`config.mk`:
```
export PLATFORM = sky130hd
export DESIGN_NAME = vga_sync_receiver
export DESIGN_NICKNAME = d
export VERILOG_FILES = /design/src/rtl/vga_sync_receiver.sv
export SDC_FILE = /design/constraint.sdc
export NUM_CORES = 1
export LEC_CHECK = 0
export ABC_AREA = 1
export BUFFER_PORTS_ARGS = -buffer_cell sky130_fd_sc_hd__buf_2
export CORE_MARGIN = 3
export CORE_UTILIZATION = 25
export CTS_CLUSTER_SIZE = 28
export DETAILED_ROUTE_END_ITERATION = 8
export PLACE_DENSITY_LB_ADDON = 0.12
export SLEW_MARGIN = 25
export SYNTH_ARGS = -nofsm -noshare
export SYNTH_HDL_FRONTEND = slang
export SYNTH_SLANG_ARGS = --single-unit
```
`constraint.sdc`:
```
create_clock -name clk -period 2.7 [get_ports clk]
set_input_delay 0.405 -clock clk [delete_from_list [all_inputs] [get_ports clk]]
set_output_delay 0.405 -clock clk [all_outputs]
set_load 0.005 [all_outputs]
```
`src/rtl/vga_sync_receiver.sv`:
```
// Sink-side VGA timing receiver: recovers pixel coordinates, locks onto the sync timing and flags faults.
// Build with VGA_RX_COLOR_COUNT_EN defined to add per-frame red/green/blue pixel counters.
module vga_sync_receiver #(
  parameter int H_TOTAL     = 800,
  parameter int H_SYNC      = 96,
  parameter int H_BP        = 48,
  parameter int H_ACTIVE    = 640,
  parameter int V_TOTAL     = 525,
  parameter int V_SYNC      = 2,
  parameter int V_BP        = 33,
  parameter int V_ACTIVE    = 480,
  parameter int LOCK_FRAMES = 2
) (
  input  logic        clk,
  input  logic        rst,
  input  logic        hsync,
  input  logic        vsync,
  input  logic        blank_n,
  input  logic [7:0]  VGA_R,
  input  logic [7:0]  VGA_G,
  input  logic [7:0]  VGA_B,
  output logic [9:0]  rx_x,
  output logic [9:0]  rx_y,
  output logic        rx_valid,
  output logic        locked,
  output logic        frame_done,
  output logic [18:0] red_count,
  output logic [18:0] green_count,
  output logic [18:0] blue_count,
  output logic        h_err,
  output logic        v_err,
  output logic        blank_err
);

  localparam logic [9:0] H_START = 10'(H_SYNC + H_BP);
  localparam logic [9:0] H_END   = 10'(H_SYNC + H_BP + H_ACTIVE - 1);
  localparam logic [9:0] V_START = 10'(V_SYNC + V_BP);
  localparam logic [9:0] V_END   = 10'(V_SYNC + V_BP + V_ACTIVE - 1);
  localparam logic [9:0] H_LAST  = 10'(H_TOTAL - 1);
  localparam logic [9:0] V_LAST  = 10'(V_TOTAL - 1);
  localparam logic [9:0] CNT_MAX = 10'h3FF;
  localparam logic [7:0] LOCK_N  = 8'(LOCK_FRAMES);

  typedef enum logic [1:0] {SEARCH, TRACK, LOCKED} state_t;

  logic       hs_q, vs_q, bn_q, hs_prev_q, vs_prev_q;
  logic [2:0] col_q;
  logic       hs_fall, vs_fall, line_bad, frame_bad;
  logic [9:0] hcnt_q, hcnt_d, vcnt_q, vcnt_d;
  logic [9:0] rx_x_q, rx_x_d, rx_y_q, rx_y_d;
  logic       rx_valid_q, rx_valid_d;
  state_t     state_q, state_d;
  logic [7:0] good_cnt_q, good_cnt_d;
  logic       locked_q, locked_d, frame_done_q, frame_done_d;
  logic       h_err_q, h_err_d, v_err_q, v_err_d, blank_err_q, blank_err_d;

  assign hs_fall   = hs_prev_q & ~hs_q;
  assign vs_fall   = vs_prev_q & ~vs_q;
  assign line_bad  = hs_fall && (hcnt_q != H_LAST);
  assign frame_bad = vs_fall && (vcnt_q != V_LAST);

  // Coordinates are computed from the next counter values so the outputs
  // land two cycles after the pins, aligned with the registered blank_n/colour.
  always_comb begin
    hcnt_d = (hcnt_q == CNT_MAX) ? hcnt_q : hcnt_q + 10'd1;
    if (hs_fall) hcnt_d = '0;
    vcnt_d = vcnt_q;
    if (hs_fall && vcnt_q != CNT_MAX) vcnt_d = vcnt_q + 10'd1;
    if (vs_fall) vcnt_d = '0;
    rx_valid_d = (hcnt_d >= H_START) && (hcnt_d <= H_END) &&
                 (vcnt_d >= V_START) && (vcnt_d <= V_END);
    rx_x_d = rx_valid_d ? hcnt_d - H_START : '0;
    rx_y_d = rx_valid_d ? vcnt_d - V_START : '0;
  end

  always_comb begin
    state_d     = state_q;
    good_cnt_d  = good_cnt_q;
    h_err_d     = h_err_q;
    v_err_d     = v_err_q;
    blank_err_d = blank_err_q;
    case (state_q)
      SEARCH: begin
        if (vs_fall) begin
          state_d    = TRACK;
          good_cnt_d = '0;
        end
      end
      TRACK: begin
        if (line_bad || frame_bad) begin
          good_cnt_d = '0;
        end else if (vs_fall) begin
          if (good_cnt_q + 8'd1 == LOCK_N) begin
            state_d    = LOCKED;
            good_cnt_d = '0;
          end else begin
            good_cnt_d = good_cnt_q + 8'd1;
          end
        end
      end
      LOCKED: begin
        if (line_bad) h_err_d = 1'b1;
        if (frame_bad) v_err_d = 1'b1;
        if (line_bad || frame_bad) state_d = TRACK;
        if (bn_q != rx_valid_d) blank_err_d = 1'b1;
      end
      default: state_d = SEARCH;
    endcase
    locked_d     = (state_d == LOCKED);
    frame_done_d = vs_fall && (state_q != SEARCH);
  end

  always_ff @(posedge clk or negedge rst) begin
    if (!rst) begin
      hs_q         <= 1'b0;
      vs_q         <= 1'b0;
      bn_q         <= 1'b0;
      col_q        <= '0;
      hs_prev_q    <= 1'b0;
      vs_prev_q    <= 1'b0;
      hcnt_q       <= CNT_MAX;
      vcnt_q       <= CNT_MAX;
      rx_x_q       <= '0;
      rx_y_q       <= '0;
      rx_valid_q   <= 1'b0;
      state_q      <= SEARCH;
      good_cnt_q   <= '0;
      locked_q     <= 1'b0;
      frame_done_q <= 1'b0;
      h_err_q      <= 1'b0;
      v_err_q      <= 1'b0;
      blank_err_q  <= 1'b0;
    end else begin
      hs_q         <= hsync;
      vs_q         <= vsync;
      bn_q         <= blank_n;
      col_q        <= {VGA_B[7], VGA_G[7], VGA_R[7]};
      hs_prev_q    <= hs_q;
      vs_prev_q    <= vs_q;
      hcnt_q       <= hcnt_d;
      vcnt_q       <= vcnt_d;
      rx_x_q       <= rx_x_d;
      rx_y_q       <= rx_y_d;
      rx_valid_q   <= rx_valid_d;
      state_q      <= state_d;
      good_cnt_q   <= good_cnt_d;
      locked_q     <= locked_d;
      frame_done_q <= frame_done_d;
      h_err_q      <= h_err_d;
      v_err_q      <= v_err_d;
      blank_err_q  <= blank_err_d;
    end
  end

  assign rx_x       = rx_x_q;
  assign rx_y       = rx_y_q;
  assign rx_valid   = rx_valid_q;
  assign locked     = locked_q;
  assign frame_done = frame_done_q;
  assign h_err      = h_err_q;
  assign v_err      = v_err_q;
  assign blank_err  = blank_err_q;

  logic unused_colour_lsbs;
  assign unused_colour_lsbs = &{1'b0, VGA_R[6:0], VGA_G[6:0], VGA_B[6:0]};

`ifdef VGA_RX_COLOR_COUNT_EN
  // Index 0 = red, 1 = green, 2 = blue; the pixel on the vsync-fall cycle is dropped.
  for (genvar gi = 0; gi < 3; gi++) begin : g_color
    logic [18:0] acc_q, acc_d, cnt_q, cnt_d;
    always_comb begin
      acc_d = acc_q;
      cnt_d = cnt_q;
      if (vs_fall) begin
        cnt_d = acc_q;
        acc_d = '0;
      end else if (rx_valid_d && col_q[gi]) begin
        acc_d = acc_q + 19'd1;
      end
    end
    always_ff @(posedge clk or negedge rst) begin
      if (!rst) begin
        acc_q <= '0;
        cnt_q <= '0;
      end else begin
        acc_q <= acc_d;
        cnt_q <= cnt_d;
      end
    end
  end
  assign red_count   = g_color[0].cnt_q;
  assign green_count = g_color[1].cnt_q;
  assign blue_count  = g_color[2].cnt_q;
`else
  logic unused_colour_bits;
  assign unused_colour_bits = &{1'b0, col_q};
  assign red_count   = '0;
  assign green_count = '0;
  assign blue_count  = '0;
`endif

endmodule

```
# Yosys cells after proc, flatten, opt, wreduce, memory -nomap -nowiden

Index checks and enable logic that the tools add are counted.

Register bits after elaboration: 61
Input bits: 29
Logic and storage cells: 73

$add $sub $neg: 5
$lt $le $gt $ge: 4
Equality and inequality tests: 11
Multiplexer cells: 17
Bitwise operators: 4
Reduce and logical (&&, ||, !) cells: 15

Operator list:

| cell                  | count |
|---|---|
| $mux 10               | 6 |
| $mux 8                | 4 |
| $ne 10x10->1 const B  | 3 |
| $add 10x1->10 const B | 2 |
| $le 10x10->1 const B  | 2 |
| $pmux 8 s2            | 1 |
| $eq 10x10->1 const B  | 1 |
| $ge 10x6->1 const B   | 1 |
| $ge 10x8->1 const B   | 1 |
| $mux 2                | 5 |
| $sub 10x6->10 const B | 1 |
| $sub 10x8->10 const B | 1 |
| $add 8x1->8 const B   | 1 |
| $eq 8x2->1 const B    | 1 |
| $logic_and 1x1->1     | 7 |
| $pmux 2 s3            | 1 |
| $reduce_and 2->1      | 3 |
| $eq 2x2->1 const B    | 2 |
| $reduce_bool 2->1     | 2 |
| $ne 3x3->1 const B    | 1 |
| $reduce_and 3->1      | 1 |
| $and 1x1->1           | 2 |
| $eq 2x1->1 const B    | 1 |
| $logic_not 2->1       | 1 |
| 4 further kinds       | 5 |

# Depth between registers and ports, before layout

Gate-level depths: netlist of the first run.

Word-level depth: 10
Mapped depth: 21
Depth with buffers taken out: 20

# Worst setup path after synthesis of the first run

Ideal clock, no wire load.

Path type: flip-flop to flip-flop
Start: register vcnt_q[0]
End: register blank_err_q (netlist: blank_err)
Library setup time: 117 ps
Arrival time: 2360 ps
Required time: 2583 ps
Setup slack: 222 ps
Cell stages (with the launch flop): 21
Path buffers: 1
Cells stage by stage: dfstp_2 > ha_1 > nand3_2 > nor2_4 > nand2_2 > nand2_4 > nor2_1 > nor3_2 > inv_1 > ha_1 > inv_1 > nand2_1 > nand2_1 > nor2_1 > nand2_1 > nand2_2 > nand3_2 > buf_6 > nand2_1 > nand3_1 > nand2_1

Word-level cells in the longest chain between the ends: 9

Ends and longest elaborated chain:

| what                                                                  | line | source |
|---|---|---|
| from (decl)                                                           | 49   | `logic [9:0] hcnt_q, hcnt_d, vcnt_q, vcnt_d;` |
| from (signal assigned)                                                | 141  | `vcnt_q <= vcnt_d;` |
| parallel branches: the longest is 2 deep, another holds $add 10x1->10 | --   |  |
| $mux 10 (*)                                                           | 68   | `if (hs_fall && vcnt_q != CNT_MAX) vcnt_d = vcnt_q + 10'd1;` |
| $mux 10 (*)                                                           | 69   | `if (vs_fall) vcnt_d = '0;` |
| net vcnt_d[0]                                                         | 49   |  |
| $ge 10x6->1                                                           | 71   | `(vcnt_d >= V_START) && (vcnt_d <= V_END);` |
| $logic_and 1x1->1                                                     | 70   | `rx_valid_d = (hcnt_d >= H_START) && (hcnt_d <= H_END) &&` |
| $logic_and 1x1->1 (*)                                                 | 71   |  |
| $ne 1x1->1 (*)                                                        | 105  | `if (bn_q != rx_valid_d) blank_err_d = 1'b1;` |
| $reduce_and 2->1 (no source line) (*)                                 | --   |  |
| to (signal assigned)                                                  | 151  | `blank_err_q <= blank_err_d;` |
| to (decl)                                                             | 55   | `logic h_err_q, h_err_d, v_err_q, v_err_d, blank_err_q, blank_err_d;` |

Mark *: on every way through the listed nets, which the timed path passes.
A chain may end at the register's enable or synchronous reset.

# Worst setup path after layout of the first run

Start: register hcnt_q[1]
End: register blank_err_q (netlist: blank_err)

Word-level cells in the longest chain between the ends: 9

Ends and longest elaborated chain:

| what                                                 | line | source |
|---|---|---|
| from (decl)                                          | 49   |  |
| from (signal assigned)                               | 140  | `hcnt_q <= hcnt_d;` |
| $add 10x1->10 / $eq 10x10->1 (equally long branches) | 65   | `hcnt_d = (hcnt_q == CNT_MAX) ? hcnt_q : hcnt_q + 10'd1;` |
| $mux 10 (*)                                          | 65   |  |
| $mux 10 (*)                                          | 66   | `if (hs_fall) hcnt_d = '0;` |
| $ge 10x8->1 / $le 10x10->1 (equally long branches)   | 70   |  |
| $logic_and 1x1->1 (*) (2 in a row)                   | 70   |  |
| $logic_and 1x1->1 (*)                                | 71   |  |
| $ne 1x1->1 (*)                                       | 105  |  |
| $reduce_and 2->1 (no source line) (*)                | --   |  |

Every way passes the cells marked *; elsewhere a longest branch is shown, timed or not.

==> flow_summary.toml, run 1 <==
[outcome]
outcome = "completed"

[cts]
numCtsBuffers = 9
h-tree-depth = 3
clk_latency_ps = 340
root_buffer = "clkbuf_16"
cts_hold_repair.buffers = 0
path_clk_slew_ps = 50
clockBufferDepth = 2
cts_tree = "done"
clock-sinks = 61

[worst_setup_path]
cpMostUsedCell = "nand2_2"
endpoint_kind = "register"
cp_slowest_cell = "dfstp_2"
r2r_cells = 18
crit_fanout = 8
regToRegStartpoint = "hcnt_q[1]"
max_stage_delay_ps = 570
arrival_ps = 2900
r2r_end = "blank_err"
reg2reg_slack_ps = 80
required_ps = 2970
start_kind = "register"
crit_type = "register to register"
path_cells = "ha_4 -> nand2_4 -> nor2_4 -> xor2_1 -> o21ai_1 -> buf_4 -> buf_12 -> ha_4 -> nand2_2 -> nand2_2 -> nand3_2 -> nor2_4 -> a21oi_4 -> nand3_4 -> buf_6 -> nand2_2 -> nand3_2 -> nand2_1"

[worst_hold_path]
hp-class = "primary input to async pin"

[sta]
max_freq_mhz = 381.3
setup_viol = 0
rsz0062_at_grt = "yes"
worst_pin_slew_ps = 611.9
period_share_pct = 97.14
finalSetupTns_ps = 0
min_period_ps = 2623
relSlewSlack_pct = 59.21
drv_slew = 0
hold_viol_final = 0
finClkSkew_ps = 6.781

[logic_synthesis]
synthCells = 449
syn-mean-instance-area_um2 = 8.229
ys_types = 40
synthesis.area_um2 = 3695
ys_ff_latch = 61
ys_warn_count = 0
yosysSeqAreaShare_pct = 41.99

[power_and_ir_drop]
pwr-share-seq_pct = 39.4
clkPwrFrac_pct = 40.6
irDropWorstVdd_uv = 341.4
p_leak_nw = 2.616
internal_power_w = 0.001965
switching_share_pct = 28.86
power.switching_w = 0.0007971
combPwrFrac_pct = 19.9
power_density_nw_per_um2 = 565.4

[detailed_routing]
drt_iter0_markers = 62
wl_met3_um = 463
via_per_inst = 3.956
drt-pass1-iter-count = 4
wl_per_cell_um = 12.18
via_count = 2888
drtAntennaViolNets = 0
postRouteWirelength_um = 8888
drc_errors = 0
wl_met2_um = 3860
routed.top_layer = "met4"
wl_met1_um = 4458

[grt]
grt_max_degree = 39
track_usage_pct = 11.16
antenna_found_initial = 0
grt_pass1_wl_um = 14280
grt.overflow.total = 0
grt_pass1_vias = 2784

[finish]
area_delta_synth_final_pct = 32.20
layout.cells.non_filler = 730
mostFrequentLayoutCells = "nand2_1 (76), inv_1 (61), conb_1 (57)"
drive_gt1_share_pct = 37.27
antenna_cells = 0
finalNetCount = 584
final_common_cell = "nand2_1"
final_util_pct = 34.52

[floorplanning]
fp.dieH_um = 127.6
dieArea_um2 = 16270
die_w_um = 127.6
start_util_pct = 26.11
io_pins = 112
core_area_um2 = 14150
rows = 43

[flow_run]
max_cap_viol_count = 0

[placed_design]
port_buffers = 30
place_congestion = 0.8093
dpl.hpwl_um = 6321
dpl.cell_count = 696
## sequential cells by signal (all words and copies together) (netlist names), 2 cells and up
| register | flops |
|---|---|
| good_cnt_q | 8 |
| hcnt_q | 10 |
| rx_x | 10 |
| rx_y | 10 |
| state_q | 2 |
| vcnt_q | 10 |
## worst max-delay path by stage
stage / start / end / slack (ps) / depth (start not counted)
after global placement: hcnt_q[0] / rx_x[6] / -50 / 17
final: hcnt_q[1] / blank_err / 80 / 18
after global routing: hcnt_q[1] / rx_x[7] / -100 / 18
after CTS: vcnt_q[0] / blank_err / 0.6 / 22
after floorplan: vcnt_q[0] / blank_err / 220 / 20
after detailed placement: vcnt_q[0] / rx_valid / -60 / 19
## kinds of logic after synthesis
group                    after synthesis  share of synthesized area, %
AND/OR/NAND/NOR                      203                         26.21
buffers and inverters                130                         19.44
flip-flops                            61                         41.99
AO/OA/AOI/OAI                         26                         4.571
XOR/XNOR                              17                         4.030
adder cells (fa/ha/maj)               10                         3.386
other                                  1                        0.1015
multiplexers                           1                        0.2709
## final cells by class
type,instances,area (um^2)
repair buffers,88,648.1
flip-flops and latches,61,1551
clock inverters,5,52.55
inverters,71,285.3
multi-input cells,314,1889
clock buffers,11,232.7
well taps,180,225.2
fillers,1499,9265
## stage by stage
stage	instance area (um^2)	setup WS [ps]	hold WS (ps)	power [W]
final	4885	77.09	85.62	0.002762
after global routing	4885	-100.5	115.5	0.002941
after CTS	4456	0.6133	92.24	0.002720
after detailed placement	4149	-56.25	388.0	0.001551
after global placement	4149	-48.22	384.9	0.001551
after floorplan	3905	222.2	109.4	0.001416
## Yosys cell counts (all sizes together)
cell type  number  share of area (%)
xnor2           2               0.47
xor2           15                3.6
a22oi           2               0.41
mux2i           1               0.27
o31ai           1               0.20
conb            1               0.10
clkinv          1               0.10
or2             3               0.51
dfrtp          41                 28
ha             10                3.4
nor2           57                7.1
o21ai           8                1.1
a21oi           5               0.88
nand4          12                2.0
nor3            6                1.2
o21bai          2               0.41
nand3          29                4.8
nor4            2               0.34
inv            70                7.3
o41ai           1               0.24
a31oi           2               0.34
buf            59                 12
dfstp          20                 14
o22ai           5                1.0
nand2          94                 10
## layer usage
metal / vias to the layer above / track usage, %
met5: - / 0
met4: 0 / 4.370
met3: 8 / 3.595
met2: 74 / 15.70
met1: 1329 / 15.82
li1: 1477 / -
## worst max-delay path, delay by kind of cell (launching register included)
| kind | cells | cell delay [ps] |
|---|---|---|
| buf+inv | 3 | 450 |
| xor+xnor | 1 | 160 |
| flops | 1 | 570 |
| compound gates | 2 | 240 |
| simple gates | 10 | 820 |
| fa+ha+maj | 2 | 310 |
## what timing repair did
action / in CTS / in global routing
endpoints found under the hold margin: 0 / 0
endpoints found under the setup margin: 19 / 22
buffers inserted: 0 / 17
pin swaps: 1 / 26
resized for setup: 6 / 71
gates cloned: 0 / 1
## power groups by stage
stage / sequential, W / combinational, W / clock, W
3_5_place_dp: 0.00109 / 0.000462 / 0
5_1_grt: 0.00111 / 0.000626 / 0.00121
2_1_floorplan: 0.00108 / 0.000338 / 0
3_3_place_gp: 0.00109 / 0.000462 / 0
4_1_cts: 0.00108 / 0.000470 / 0.00117
6_report: 0.00109 / 0.000550 / 0.00112
Note: power is estimated with default switching activity, not from simulation.
==> run 2, diff against run 1 <==
BUFFER_PORTS_ARGS = -buffer_cell sky130_fd_sc_hd__clkbuf_2   (was -buffer_cell sky130_fd_sc_hd__buf_2)
==> flow_summary.toml, run 2 (synthesis gave the netlist of run 1 again) <==
[sta]
max_freq_mhz = 374.3
hold_slack_ps = 83.64
setup_viol = 0
hold_viol_final = 0
finClkSkew_ps = 6.235
rsz0062_at_grt = "yes"
drv_slew = 0
period_share_pct = 98.95
min_period_ps = 2672
finalSetupTns_ps = 0

[worst_setup_path]
cp_top_family = "simple AND/OR/NAND/NOR gates"
start_kind = "register"
cpMostUsedCell = "nor2_4"
regToRegStartpoint = "hcnt_q[1]"
reg2reg_slack_ps = 30
r2r_end = "rx_x[7]"
cp_slowest_cell = "dfstp_2"
cp.depth = 16
path_cells = "ha_4 -> nand2_4 -> nor2_4 -> xor2_1 -> o21ai_2 -> inv_2 -> ha_2 -> nand4_1 -> nor2_2 -> nor2_4 -> a21oi_4 -> nand3_4 -> buf_12 -> clkinv_8 -> nand2_4 -> nor2_4"
required_ps = 2970
arrival_ps = 2940
crit_fanout = 6
max_stage_delay_ps = 580
r2r_cells = 16
path_buf_inv = 3
crit_type = "register to register"
endpoint_kind = "register"
cp-startpoint = "hcnt_q[1]"

[grt]
grt_pass1_vias = 2847
antenna_found_initial = 0
grt_max_degree = 62
grt_pass1_wl_um = 14280
grt.overflow.total = 0
track_usage_pct = 11.34

[floorplanning]
die_w_um = 127.6
fp.dieH_um = 127.6
dieArea_um2 = 16270
io_pins = 112
core_area_um2 = 14150
rows = 43
start_util_pct = 26.11

[cts]
path_clk_slew_ps = 50
clock-sinks = 61
h-tree-depth = 3
cts_tree = "done"
numCtsBuffers = 9
clockBufferDepth = 2
clk_latency_ps = 340
cts_hold_repair.buffers = 0
root_buffer = "clkbuf_16"

[placed_design]
dpl.hpwl_um = 6311
place_congestion = 0.7907
port_buffers = 30
dpl_cell_area_um2 = 4192

[worst_hold_path]
hp-class = "primary input to async pin"

[detailed_routing]
drt-pass1-iter-count = 5
drtAntennaViolNets = 0
wl_per_cell_um = 12.11
via_count = 2923
drc_errors = 0
via_per_inst = 3.993
postRouteWirelength_um = 8864
drt_iter0_markers = 138

[power_and_ir_drop]
clkPwrFrac_pct = 42.3
irDropWorstVdd_uv = 360.7
pwr-share-seq_pct = 38.3
switching_share_pct = 28.78
power_density_nw_per_um2 = 575.3
internal_power_w = 0.002013
p_leak_nw = 2.615
combPwrFrac_pct = 19.3
power.switching_w = 0.0008135

[finish]
drive_gt1_share_pct = 38.22
final_area_um2 = 4913
final_common_cell = "nand2_1"
mostFrequentLayoutCells = "nand2_1 (71), inv_1 (63), conb_1 (57)"
antenna_cells = 0
finalNetCount = 586
area_delta_synth_final_pct = 32.98

[flow_run]
max_cap_viol_count = 0

[outcome]
outcome = "completed"
-- run 2: cell types whose count changed in the layout (fill, tap and decap cells not counted), moves of 3 or more --
cell	previous run	this run
buf_2	30	0
clkbuf_2	0	30
nand2_1	76	71
nand2_2	14	19
nor2_2	16	12
buf_4	52	55
ha_4	5	2
-- run 2: power by group through the flow --
stage                     Clock (W)  Combinational, W  Sequential [W]
after floorplan                   0          0.000338         0.00108
after global placement            0          0.000477         0.00109
after detailed placement          0          0.000477         0.00109
after CTS                   0.00124          0.000489         0.00107
after global routing        0.00127          0.000627         0.00110
final                       0.00120          0.000546         0.00108
-- run 2: how the worst max path moves through the flow --
stage	to	slack, ps
after CTS	rx_y[2]	-40
final	rx_x[7]	30
after detailed placement	blank_err	-100
after global placement	blank_err	-90
after floorplan	blank_err	220
after global routing	rx_x[7]	-150
-- run 2: timing repair --
| action | 4_1_cts | 5_1_grt |
|---|---|---|
| gates resized for setup | 14 | 62 |
| endpoints found under the setup margin | 20 | 22 |
| setup buffers | 11 | 6 |
| pin swaps | 6 | 27 |
| cloned | 1 | 0 |
-- run 2: metal layers --
metal	vias to the layer above	track usage (%)	share of wire (%)
met2	89	16.51	43
met1	1350	15.70	49
met4	0	3.308	0.99
li1	1478	-	-
met3	6	4.264	6.9
met5	-	0	0
-- run 2: metrics by stage --
stage / cells / utilization, % / setup WS, ps / total power (W)
final: 732 / 34.72 / 28.41 / 0.002827
after CTS: 728 / 32.96 / -39.69 / 0.002803
after global routing: 732 / 34.72 / -148.6 / 0.002995
after global placement: 700 / 29.62 / -86.89 / 0.001565
after floorplan: 505 / - / 222.2 / 0.001416
after detailed placement: 700 / 29.62 / -100.7 / 0.001566
-- run 2: area by class of cell --
cell class              instances  area [um^2]
clock buffers                  11        252.7
clock inverters                 5        58.81
fillers                      1465         9236
inverters                      71        281.5
multi-input cells             314         1891
flip-flops and latches         61         1551
well taps                     180        225.2
repair buffers                 90        653.1
==> run 3, diff against run 2 <==
SLEW_MARGIN = not set   (was 25)
clock period = 3 ns   (was 2.7 ns; I/O delays follow)
==> flow_summary.toml, run 3 (synthesis gave the netlist of run 1 again) <==
[sta]
finClkSkew_ps = 6.949
setup_viol = 0
worst_pin_slew_ps = 795.6
min_period_ps = 2772
hold_slack_ps = 232.2
relSlewSlack_pct = 46.96
hold_viol_final = 0
max_freq_mhz = 360.7
period_share_pct = 92.40
drv_slew = 0

[worst_setup_path]
arrival_ps = 3030
path_buf_inv = 3
max_stage_delay_ps = 550
path_cells = "inv_1 -> nor2_2 -> nand2_1 -> nor2_2 -> inv_1 -> or2_2 -> nand3_1 -> nand2_2 -> ha_1 -> nand2_1 -> nand2_1 -> nand3_1 -> nor2_1 -> a21oi_2 -> nand3_2 -> buf_4 -> nand2_1 -> nand3_1 -> nand2_1"
crit_fanout = 8
cpMostUsedCell = "nand2_1"
cp_slowest_cell = "dfstp_2"
required_ps = 3260
cp_top_family = "simple AND/OR/NAND/NOR gates"
crit_type = "register to register"
endpoint_kind = "register"
start_kind = "register"

[grt]
grtUsageMet3_pct = 3.094
track_usage_pct = 10.50
met2_usage_pct = 15.83
grt_pass1_wl_um = 13430
grt_max_degree = 62
grt.overflow.total = 0
antenna_found_initial = 0
use_met1_pct = 14.48
grt_pass1_vias = 2660
grt_busiest_layer = "met2"

[power_and_ir_drop]
irDropWorstVdd_uv = 243.1
power.total_w = 0.002399
combPwrFrac_pct = 15.6
power.switching_w = 0.0006653
internal_power_w = 0.001734
power_density_nw_per_um2 = 559.8
pwr-share-seq_pct = 40.5
clkPwrFrac_pct = 43.9
p_leak_nw = 2.323
switching_share_pct = 27.73

[cts]
numCtsBuffers = 9
clockBufferDepth = 2
clock-sinks = 61
path_clk_slew_ps = 50
cts_tree = "done"
clk_latency_ps = 320
h-tree-depth = 3
root_buffer = "clkbuf_16"

[finish]
layout.cells.non_filler = 686
antenna_cells = 0
final_common_cell = "nand2_1"
mostFrequentLayoutCells = "nand2_1 (85), inv_1 (66), conb_1 (57)"
fill_cells = 1548
area_delta_synth_final_pct = 15.98
drive_gt1_share_pct = 24.11
finalNetCount = 540

[detailed_routing]
wl_per_cell_um = 11.80
postRouteWirelength_um = 8098
via_per_inst = 3.949
drtAntennaViolNets = 0
drt_iter0_markers = 161
drt-pass1-iter-count = 7
via_count = 2709
drc_errors = 0

[placed_design]
place_congestion = 0.8081
dpl.cell_count = 668
dpl.hpwl_um = 6061
port_buffers = 30

[flow_run]
max_cap_viol_count = 0

[floorplanning]
start_util_pct = 26.11
io_pins = 112
die_w_um = 127.6
rows = 43
dieArea_um2 = 16270
core_area_um2 = 14150
fp.dieH_um = 127.6

[outcome]
outcome = "completed"

[worst_hold_path]
hp-class = "primary input to register"
[run 3: cell types whose count changed in the layout (fill, tap and decap cells not counted), moves of 4 or more]
cell	previous run	this run
buf_4	55	13
ha_1	4	9
nand2_1	71	85
nand2_2	19	8
nand3_1	18	24
nand3_2	8	4
nor2_1	32	43
nor2_4	13	5
[run 3: final cells by class]
| class | count | area [um^2] | area share [%] |
|---|---|---|---|
| clock buffer | 12 | 256.5 | 5.985 |
| timing repair buffer | 44 | 267.8 | 6.248 |
| inverter | 71 | 274.0 | 6.394 |
| sequential | 61 | 1551 | 36.20 |
| clock inverter | 4 | 47.55 | 1.109 |
| tap | 180 | 225.2 | 5.255 |
| multi-input combinational | 314 | 1663 | 38.80 |
[run 3: per-stage QoR]
stage	setup slack, ps	setup TNS (ps)	utilization, %	cell area (um^2)
final	227.9	0	30.29	4285
after CTS	33.90	0	29.99	4243
after global routing	-10.85	-10.85	30.29	4285
after global placement	120.8	0	27.84	3939
after floorplan	522.2	0	-	3905
after detailed placement	49.69	0	27.84	3939
[run 3: path summary, 6_finish.rpt]
kind                            startpoint   endpoint  slack (ps)  cells past startpoint
worst max-delay path             hcnt_q[0]  blank_err         230                     19
worst min-delay path                 vsync       vs_q         230                      1
worst max register to register   hcnt_q[0]  blank_err         230                     19
worst min register to register        vs_q  vs_prev_q         390                      0
max in group asynchronous              rst    rx_x[1]        2180                      2
min in group asynchronous              rst    rx_y[1]         300                      2
[run 3: layer usage]
metal	up-vias	part of all wire [%]
li1	1388	-
met1	1244	50
met2	72	44
met3	5	5.3
met4	0	1.0
met5	-	0
[run 3: worst reg2reg max path: cells and delay by family, from the launching register on]
kind | cells | cell delay [ps]
and+or+nand+nor | 14 | 1480
DFF | 1 | 550
buffers and inverters | 3 | 300
adders and majority gates | 1 | 210
AOI/OAI and AO/OA | 1 | 160
[run 3: power by group through the flow]
stage | logic [W] | registers, W | clock network, W
final | 0.000375 | 0.000971 | 0.00105
after global placement | 0.000367 | 0.000982 | 0
after detailed placement | 0.000368 | 0.000982 | 0
after global routing | 0.000445 | 0.000982 | 0.00113
after floorplan | 0.000304 | 0.000971 | 0
after CTS | 0.000370 | 0.000970 | 0.00109
[run 3: timing repair]
item / 4_1_cts / 5_1_grt
buffers inserted: 0 / 2
hold buffers: 0 / 0
endpoints found under the setup margin: 0 / 22
resized for setup: 0 / 10
